$ cat src/rtl/wb_rr_arbiter.sv
// ============================================================================
// Module      : wb_rr_arbiter
// Description : Round-robin Wishbone arbiter sharing one slave port between
//               NUM_MASTERS requesters. The grant is held for the whole bus
//               cycle (while the owner keeps cyc high). A bus watchdog aborts
//               a strobe that the slave never acks.
// Ports       : clk, reset          - clock, synchronous active-high reset
//               m_*_i / m_*_o       - packed master-side Wishbone signals
//               s_*_o / s_*_i       - slave-side Wishbone signals
//               grant_o             - one-hot current owner, 0 when idle
//               timeout_o           - sticky watchdog-abort flag
//               timeout_clr_i       - clears timeout_o
// Revision    : 1.0 - initial release
// ============================================================================
`default_nettype none

module wb_rr_arbiter #(
    parameter int NUM_MASTERS    = 4,
    parameter int TIMEOUT_CYCLES = 255
) (
    input  logic                        clk,
    input  logic                        reset,
    input  logic [32*NUM_MASTERS-1:0]   m_adr_i,
    input  logic [32*NUM_MASTERS-1:0]   m_dat_i,
    input  logic [4*NUM_MASTERS-1:0]    m_sel_i,
    input  logic [NUM_MASTERS-1:0]      m_we_i,
    input  logic [NUM_MASTERS-1:0]      m_cyc_i,
    input  logic [NUM_MASTERS-1:0]      m_stb_i,
    output logic [31:0]                 m_dat_o,
    output logic [NUM_MASTERS-1:0]      m_ack_o,
    output logic [NUM_MASTERS-1:0]      m_err_o,
    output logic [31:0]                 s_adr_o,
    output logic [31:0]                 s_dat_o,
    output logic [3:0]                  s_sel_o,
    output logic                        s_we_o,
    output logic                        s_cyc_o,
    output logic                        s_stb_o,
    input  logic [31:0]                 s_dat_i,
    input  logic                        s_ack_i,
    output logic [NUM_MASTERS-1:0]      grant_o,
    output logic                        timeout_o,
    input  logic                        timeout_clr_i
);

    localparam int c_idx_w  = $clog2(NUM_MASTERS);
    localparam int c_wdog_w = (TIMEOUT_CYCLES > 0) ? $clog2(TIMEOUT_CYCLES + 1) : 1;
    localparam logic [0:0] c_st_idle  = 1'b0;
    localparam logic [0:0] c_st_grant = 1'b1;
    localparam logic [NUM_MASTERS-1:0] c_one = NUM_MASTERS'(1);

    logic [0:0]             r_state;
    logic [NUM_MASTERS-1:0] r_grant;
    logic [c_idx_w-1:0]     r_gidx;
    logic [c_idx_w-1:0]     r_last;
    logic [c_wdog_w-1:0]    r_wdog;
    logic                   r_abort;
    logic [NUM_MASTERS-1:0] r_err;
    logic                   r_timeout;

    logic [0:0]             w_state_nxt;
    logic [NUM_MASTERS-1:0] w_grant_nxt;
    logic [c_idx_w-1:0]     w_gidx_nxt;
    logic [c_idx_w-1:0]     w_last_nxt;
    logic                   w_found;
    logic [c_idx_w-1:0]     w_pick;
    logic [c_idx_w-1:0]     w_cand;
    logic [31:0]            w_adr;
    logic [31:0]            w_dat;
    logic [3:0]             w_sel;
    logic                   w_we;
    logic                   w_cyc;
    logic                   w_stb;
    logic                   w_abort_fire;

    // Candidate index wrap; the search only ever runs one lap past r_last.
    function automatic logic [c_idx_w-1:0] f_wrap(input int v);
        if (v >= NUM_MASTERS) return c_idx_w'(v - NUM_MASTERS);
        return c_idx_w'(v);
    endfunction

    // Rotating priority search starting just after the previous owner.
    always_comb begin
        w_found = 1'b0;
        w_pick  = '0;
        w_cand  = '0;
        for (int i = 1; i <= NUM_MASTERS; i++) begin
            w_cand = f_wrap(int'(r_last) + i);
            if (!w_found && m_cyc_i[w_cand]) begin
                w_found = 1'b1;
                w_pick  = w_cand;
            end
        end
    end

    // Slave-side mux: AND-OR with the one-hot grant so everything reads 0 when idle.
    always_comb begin
        w_adr = '0;
        w_dat = '0;
        w_sel = '0;
        w_we  = 1'b0;
        w_cyc = 1'b0;
        w_stb = 1'b0;
        for (int k = 0; k < NUM_MASTERS; k++) begin
            if (r_grant[k]) begin
                w_adr = w_adr | m_adr_i[32*k +: 32];
                w_dat = w_dat | m_dat_i[32*k +: 32];
                w_sel = w_sel | m_sel_i[4*k +: 4];
                w_we  = w_we  | m_we_i[k];
                w_cyc = w_cyc | m_cyc_i[k];
                w_stb = w_stb | m_stb_i[k];
            end
        end
    end

    assign s_adr_o   = w_adr;
    assign s_dat_o   = w_dat;
    assign s_sel_o   = w_sel;
    assign s_we_o    = w_we;
    assign s_cyc_o   = w_cyc;
    assign s_stb_o   = w_stb & ~r_abort;   // strobe suppressed in the abort cycle
    assign m_dat_o   = s_dat_i;
    assign m_ack_o   = r_grant & {NUM_MASTERS{s_ack_i}};
    assign m_err_o   = r_err;
    assign grant_o   = r_grant;
    assign timeout_o = r_timeout;

    // Next-state logic.
    always_comb begin
        w_state_nxt = r_state;
        w_grant_nxt = r_grant;
        w_gidx_nxt  = r_gidx;
        w_last_nxt  = r_last;
        case (r_state)
            c_st_idle: begin
                if (w_found) begin
                    w_state_nxt = c_st_grant;
                    w_grant_nxt = c_one << w_pick;
                    w_gidx_nxt  = w_pick;
                end
            end
            c_st_grant: begin
                // Owner dropping cyc (with or without ack) ends ownership.
                if (!m_cyc_i[r_gidx]) begin
                    w_state_nxt = c_st_idle;
                    w_grant_nxt = '0;
                    w_last_nxt  = r_gidx;
                end
            end
            default: begin
                w_state_nxt = c_st_idle;
                w_grant_nxt = '0;
            end
        endcase
    end

    always_ff @(posedge clk) begin
        if (reset) begin
            r_state   <= c_st_idle;
            r_grant   <= '0;
            r_gidx    <= '0;
            r_last    <= c_idx_w'(NUM_MASTERS - 1);
            r_timeout <= 1'b0;
        end else begin
            r_state <= w_state_nxt;
            r_grant <= w_grant_nxt;
            r_gidx  <= w_gidx_nxt;
            r_last  <= w_last_nxt;
            if (w_abort_fire) begin
                r_timeout <= 1'b1;
            end else if (timeout_clr_i) begin
                r_timeout <= 1'b0;
            end
        end
    end

    generate
        if (TIMEOUT_CYCLES > 0) begin : g_wdog
            localparam logic [c_wdog_w-1:0] c_wdog_last = c_wdog_w'(TIMEOUT_CYCLES - 1);
            localparam logic [c_wdog_w-1:0] c_wdog_max  = '1;
            logic w_stall;

            assign w_stall      = s_cyc_o & s_stb_o & ~s_ack_i;
            // An ack in the final stall cycle clears w_stall, so the ack wins.
            assign w_abort_fire = w_stall && (r_wdog == c_wdog_last);

            always_ff @(posedge clk) begin
                if (reset) begin
                    r_wdog  <= '0;
                    r_abort <= 1'b0;
                    r_err   <= '0;
                end else begin
                    r_abort <= 1'b0;
                    r_err   <= '0;
                    if (w_abort_fire) begin
                        r_abort <= 1'b1;
                        r_err   <= r_grant;
                        r_wdog  <= '0;
                    end else if (w_stall) begin
                        if (r_wdog != c_wdog_max) begin
                            r_wdog <= r_wdog + 1'b1;
                        end
                    end else begin
                        r_wdog <= '0;
                    end
                end
            end
        end else begin : g_no_wdog
            assign w_abort_fire = 1'b0;

            always_ff @(posedge clk) begin
                r_wdog  <= '0;
                r_abort <= 1'b0;
                r_err   <= '0;
            end
        end
    endgenerate

endmodule

`default_nettype wire
$ cat config.mk
export PLATFORM = sky130hd
export DESIGN_NAME = wb_rr_arbiter
export DESIGN_NICKNAME = d
export VERILOG_FILES = /design/src/rtl/wb_rr_arbiter.sv
export SDC_FILE = /design/constraint.sdc
export NUM_CORES = 1
export LEC_CHECK = 0
export CAP_MARGIN = 20
export CORE_AREA = 5 5 167 169
export CTS_CLUSTER_DIAMETER = 100
export DETAILED_ROUTE_END_ITERATION = 7
export DIE_AREA = 0 0 172 174
export PLACE_DENSITY = 0.52
export SETUP_SLACK_MARGIN = 0.5
export SYNTH_ARGS = -nofsm -noshare
export SYNTH_HDL_FRONTEND = slang
export SYNTH_SLANG_ARGS = --single-unit
export TNS_END_PERCENT = 20
$ cat constraint.sdc
create_clock -name clk -period 2.1 [get_ports clk]
set_clock_uncertainty 0.05 [all_clocks]
set_input_delay 0.21 -clock clk [delete_from_list [all_inputs] [get_ports clk]]
set_output_delay 0.21 -clock clk [all_outputs]
set_load 0.05 [all_outputs]
# Word level (Yosys, flattened, before mapping)
# Cells that the tools add are included.
[word_totals] elab_cells=135 out_inout_bits=116 reg_bits=23 input_bits=320
[classes] shifts=1 n_mux=63 eq_ne=4 bitwise=28 order_cmp=9 reduce_logical=13 addsub=9
[ops] op="32-bit two-way mux" count=8
[ops] op="32-bit bitwise OR" count=6
[ops] op="1-bit two-way mux" count=30
[ops] op="2-bit two-way mux" count=12
[ops] op="4-bit two-way mux" count=6
[ops] op="2-bit by 3-bit less-than comparator with 1-bit output, second input constant" count=5
[ops] op="4-bit bitwise OR" count=3
[ops] op="1-bit binary-select mux with 2-bit select" count=5
[ops] op="3-bit >= comparator, second input constant" count=3
[ops] op="1-bit bitwise OR" count=9
[ops] op="8-bit by 1-bit adder with 8-bit output, second input constant" count=1
[ops] op="8-bit == test, second input constant" count=1
[ops] op="8-bit inequality test, second input constant" count=1
[ops] op="4-bit one-hot mux with 2 select lines" count=1
[ops] op="2-bit by 1-bit subtractor with 2-bit output, second input constant" count=4
[ops] op="2-bit by 2-bit adder with 3-bit output, second input constant" count=2
[ops] op="1-bit inverter" count=6
[ops] op="2-bit AND reduction" count=3
[ops] op="2-bit by 3-bit adder with 4-bit output, second input constant" count=1
[ops] op="4-bit AND" count=1
[ops] op="4-bit by 3-bit >= comparator with 1-bit output, second input constant" count=1
[ops] op="1-bit logical AND" count=4
[ops] op="2-bit inequality test, second input constant" count=2
[ops] op="1-bit by 2-bit << shifter with 4-bit output, first input constant" count=1
[ops] op="7 further kinds" count=11

# Longest topological paths before layout
[depth] ltp_word=19 ltp_mapped=6

# Worst setup path before layout
# OpenSTA, ideal clock, no wires.
[synth_path] path_kind="register -> register" startpoint="reg r_grant[2] (netlist: grant_o[2])" endpoint="reg r_wdog[2]" setup_ps=73 stages_incl_launch_ff=7 t_required_ps=1977 slack_ps=134 t_arrival_ps=1843 cell_sequence="dfxtp_1 -> buf_2 -> a22oi_1 -> a21o_1 -> or3b_1 -> buf_6 -> nor3_4"
[synth_via] elab_chain_len=8
[synth_rtl] item="start: declaration" line="52" rtl="logic [NUM_MASTERS-1:0] r_grant;"
[synth_rtl] item="start signal: assignment" line="165" rtl="r_grant <= w_grant_nxt;"
[synth_rtl] item="1-bit two-way mux" line="104" rtl="if (r_grant[k]) begin"
[synth_rtl] item="1-bit bitwise OR" line="110" rtl="w_stb = w_stb | m_stb_i[k];"
[synth_rtl] item="1-bit two-way mux" line="104"
[synth_rtl] item="1-bit AND" line="120" rtl="assign s_stb_o = w_stb & ~r_abort;"
[synth_rtl] item="1-bit AND * (2 in a row)" line="182" rtl="assign w_stall = s_cyc_o & s_stb_o & ~s_ack_i;"
[synth_rtl] item="1-bit logical AND / 1-bit inverter (equally long branches)"
[synth_rtl] item="3-bit OR reduction (no source line) *"
[synth_rtl] item="end signal: assignment" line="200" rtl="r_wdog <= r_wdog + 1'b1;"
[synth_rtl] item="end: declaration" line="55" rtl="logic [c_wdog_w-1:0] r_wdog;"
# Mark *: on every way between the ends. The rest lies on a longest branch, timed or not.
# A chain may end at the register's enable or synchronous reset.

# Worst setup path after layout
[layout_path] startpoint="reg r_grant[0] (netlist: grant_o[0])" endpoint="out s_dat_o[4]"
[layout_via] elab_chain_len=7
[layout_rtl] item="32-bit two-way mux *" line="104"
[layout_rtl] item="32-bit bitwise OR" line="106" rtl="w_dat = w_dat | m_dat_i[32*k +: 32];"
[layout_rtl] item="32-bit two-way mux *" line="104"
[layout_rtl] item="32-bit bitwise OR" line="106"
[layout_rtl] item="32-bit two-way mux *" line="104"
[layout_rtl] item="32-bit bitwise OR" line="106"
[layout_rtl] item="32-bit two-way mux *" line="104"
[layout_rtl] item="end: declaration" line="33" rtl="output logic [31:0] s_dat_o,"
# Marked as above.

==> summary.txt <==
Logic synthesis
  • Post-synth top area cell: a22oi_1
  • Yosys top cell area share: 0.386
  • Sequential area share after synthesis: 0.167
  • Post-synth EDFFs: 0
  • Syn_area_per_cell: 7.01 sq um
  • Post-synthesis cell count: 394
  • Main synth FF type: dfxtp_1
  • Synthesized area: 2760 sq um
  • Async SR Flop Fraction: 0
  • Number of synthesis warnings: 0
  • Main area contributors after synthesis: a22oi_1 39%, dfxtp_1 17%, nand2_1 10%
  • Synthesized flop and latch total: 23
  • Syn Nets: 716
  • Synth cell types: 42

Pwr
  • Power Density: 519 nW/um^2
  • Maximum VDD drop: 0.295 mV
  • Comb power frac: 0.781
  • Overall power: 4.10 mW
  • NetSw: 1.78 mW
  • Sw frac: 0.435
  • Leakage power: 3.07 nW
  • Seq pwr share: 0.120
  • Int Pwr: 2.32 mW
  • Clock Power Share: 0.099

Cells and area
  • Final nets: 1052
  • Share of cells above drive strength 1: 0.199
  • ANT cells: 0
  • Final instance area: 7890 sq um
  • Area Overhead vs Synth: 186%
  • Most common cell after layout, fill and taps aside: clkdlybuf4s50_1
  • Filler cells: 2786
  • Final Util: 0.299
  • Most frequent cells in the layout: 287 x clkdlybuf4s50_1, 124 x a22oi_1, 86 x buf_12, 74 x nand2_1

Timing
  • Fin crit share: 0.800
  • Worst slew pin tran: 573 ps
  • Unrepaired setup endpoints after global routing: true
  • Setup TNS: 0 ps
  • Max transition margin: 0.620
  • Post-route minimum period: 1680 ps
  • Slew Viols, Final: 0
  • FMAX: 0.595 GHz
  • # setup viols final: 0
  • Hold Vio Cnt, Final: 0

Setup path
  • CP arrival: 1420 ps
  • Path depth of the worst reg2reg path: 5
  • Worst setup startpoint: grant_o[0]
  • RR Startpoint: grant_o[2]
  • Data required, critical path: 1840 ps
  • Crit path largest cell delay: 370 ps
  • Critical-path top delay cell: dfxtp_4
  • Crit path cell chain: buf_12 > buf_6 > a22oi_1 > nand2_1 > buf_12
  • CP Capture Type: output pin
  • Most used cell, CP: buf_12
  • Critical path launch point type: register
  • Crit Path Category: register to output pin
  • Crit Path Max Fanout: 33

Die
  • Number of placed I/O pins: 436
  • Die area: 29900 sq um
  • Die extent in x: 172 um
  • Core box area: 26400 sq um
  • Site Rows: 60
  • Initial Utilization: 0.105
  • Die height: 174 um

Detailed routing
  • DR pass1 iterations: 4
  • Routed met2 length: 10.5 mm
  • Initial DRC count: 207
  • Routed length on met3: 1.92 mm
  • Via Count: 4480
  • DRC violations left: 0
  • Vias per cell: 4.19
  • Metal-1 WL: 9.36 mm
  • Remaining antenna violation count after routing: 0
  • Top sig layer: met4
  • DR WL/cell: 20.4 um
  • Final wirelength: 21.9 mm

CTS
  • # H-tree levels: 1
  • CTS Buf Count: 3
  • Hold_buf cts: 0
  • Worst-path clk slew: 60 ps
  • Clock Sinks: 23
  • CTS tree: built
  • Root buffer cell: clkbuf_16
  • Later-pin clock latency in the skew report: 250 ps
  • Clock tree buffer depth: 2

Global route
  • Pin count of the biggest net entering global routing: 41
  • Vias in the first global route: 4631
  • First-pass GRT wire length: 30.2 mm
  • GRT overflow: 0
  • Total GRT Usage: 0.130
  • Initial antenna violation count: 0

Min path
  • Hold/Removal Path Class: input port to output pin
  • Hold Path Origin: s_dat_i[15]
  • WHS Path Cells: 0

Run status
  • Status: finished clean

Placement
  • Post-DP HPWL: 17.8 mm
  • Placed inst area: 7530 sq um
  • Final GP Congestion: 0.818
  • Port bufs: 371

Run
  • Max-cap violations: 0
worst paths after layout:
check	slack (ps)	end
worst max-delay path	420	s_dat_o[4]
worst min-delay path	370	m_dat_o[15]
worst max register to register	450	r_wdog[1]
worst min register to register	410	timeout_o
cells by family after synthesis:
kind of cell / count (synthesis) / share of synthesized area
and+or+nand+nor: 121 / 0.198
adders and majority gates: 2 / 0.00906
DFF: 23 / 0.167
muxes: 4 / 0.0149
xor gates and xnor gates: 3 / 0.00951
buffers and inverters: 71 / 0.144
AOI/OAI and AO/OA: 170 / 0.457
power groups by stage:
| stage | Clock, mW | Sequential, mW | Combinational [mW] |
|---|---|---|---|
| floorplan | 0 | 0.502 | 1.41 |
| global placement | 0 | 0.496 | 3.14 |
| detailed placement | 0 | 0.495 | 3.14 |
| CTS | 0.419 | 0.489 | 3.21 |
| global route | 0.429 | 0.494 | 3.32 |
| finish | 0.404 | 0.492 | 3.20 |
cell usage after synthesis (all sizes together), types with 3 or more instances:
master,n
buf,53
nor3,4
a21oi,6
a211oi,4
nor2,15
dfxtp,23
inv,5
or2b,3
a22oi,142
nand2,77
and2,8
o21ai,3
a21o,3
nand4,3
mux2i,3
clkbuf,13
per-stage QoR:
step                hold WS, ps  setup slack [ps]  std cells
detailed placement          370               109       1059
floorplan                   368               504        394
finish                      370               420       1070
global placement            370               112       1059
CTS                         370               408       1069
global route                370               350       1070
final cells by class:
cell class	count	area, sq um	area share
timing repair buffer	397	4850	0.615
multi-input combinational	300	2030	0.258
sequential	23	477	0.0604
tap	341	427	0.0541
clock buffer	3	75.1	0.00952
inverter	5	18.8	0.00238
clock inverter	1	5.00	0.000634
worst max-delay path: cells and delay by family, from the launching register on:
family                 cells  cell delay, ps
AO/OA/AOI/OAI              1             170
flip-flops                 1             370
buffers and inverters      3             490
AND/OR/NAND/NOR            1             110
state kept, by name, summed over array words and instances, names as in the netlist:
| name | count |
|---|---|
| m_err_o | 4 |
| r_state | 1 |
| grant_o | 4 |
| r_gidx | 2 |
| r_abort | 1 |
| r_wdog | 8 |
| r_last | 2 |
| timeout_o | 1 |
layer usage:
| layer | up-vias | global-route usage |
|---|---|---|
| met5 | - | 0 |
| met4 | 0 | 0.00721 |
| met3 | 6 | 0.0282 |
| met2 | 203 | 0.224 |
| met1 | 2125 | 0.175 |
| li1 | 2146 | - |
what timing repair did:
action,in CTS,in global routing
gates resized for setup,28,20
setup endpoints to repair,89,93
pin swaps,5,7
gates cloned,2,0
buffers inserted,4,1
Power figures use the tool's default switching activity.
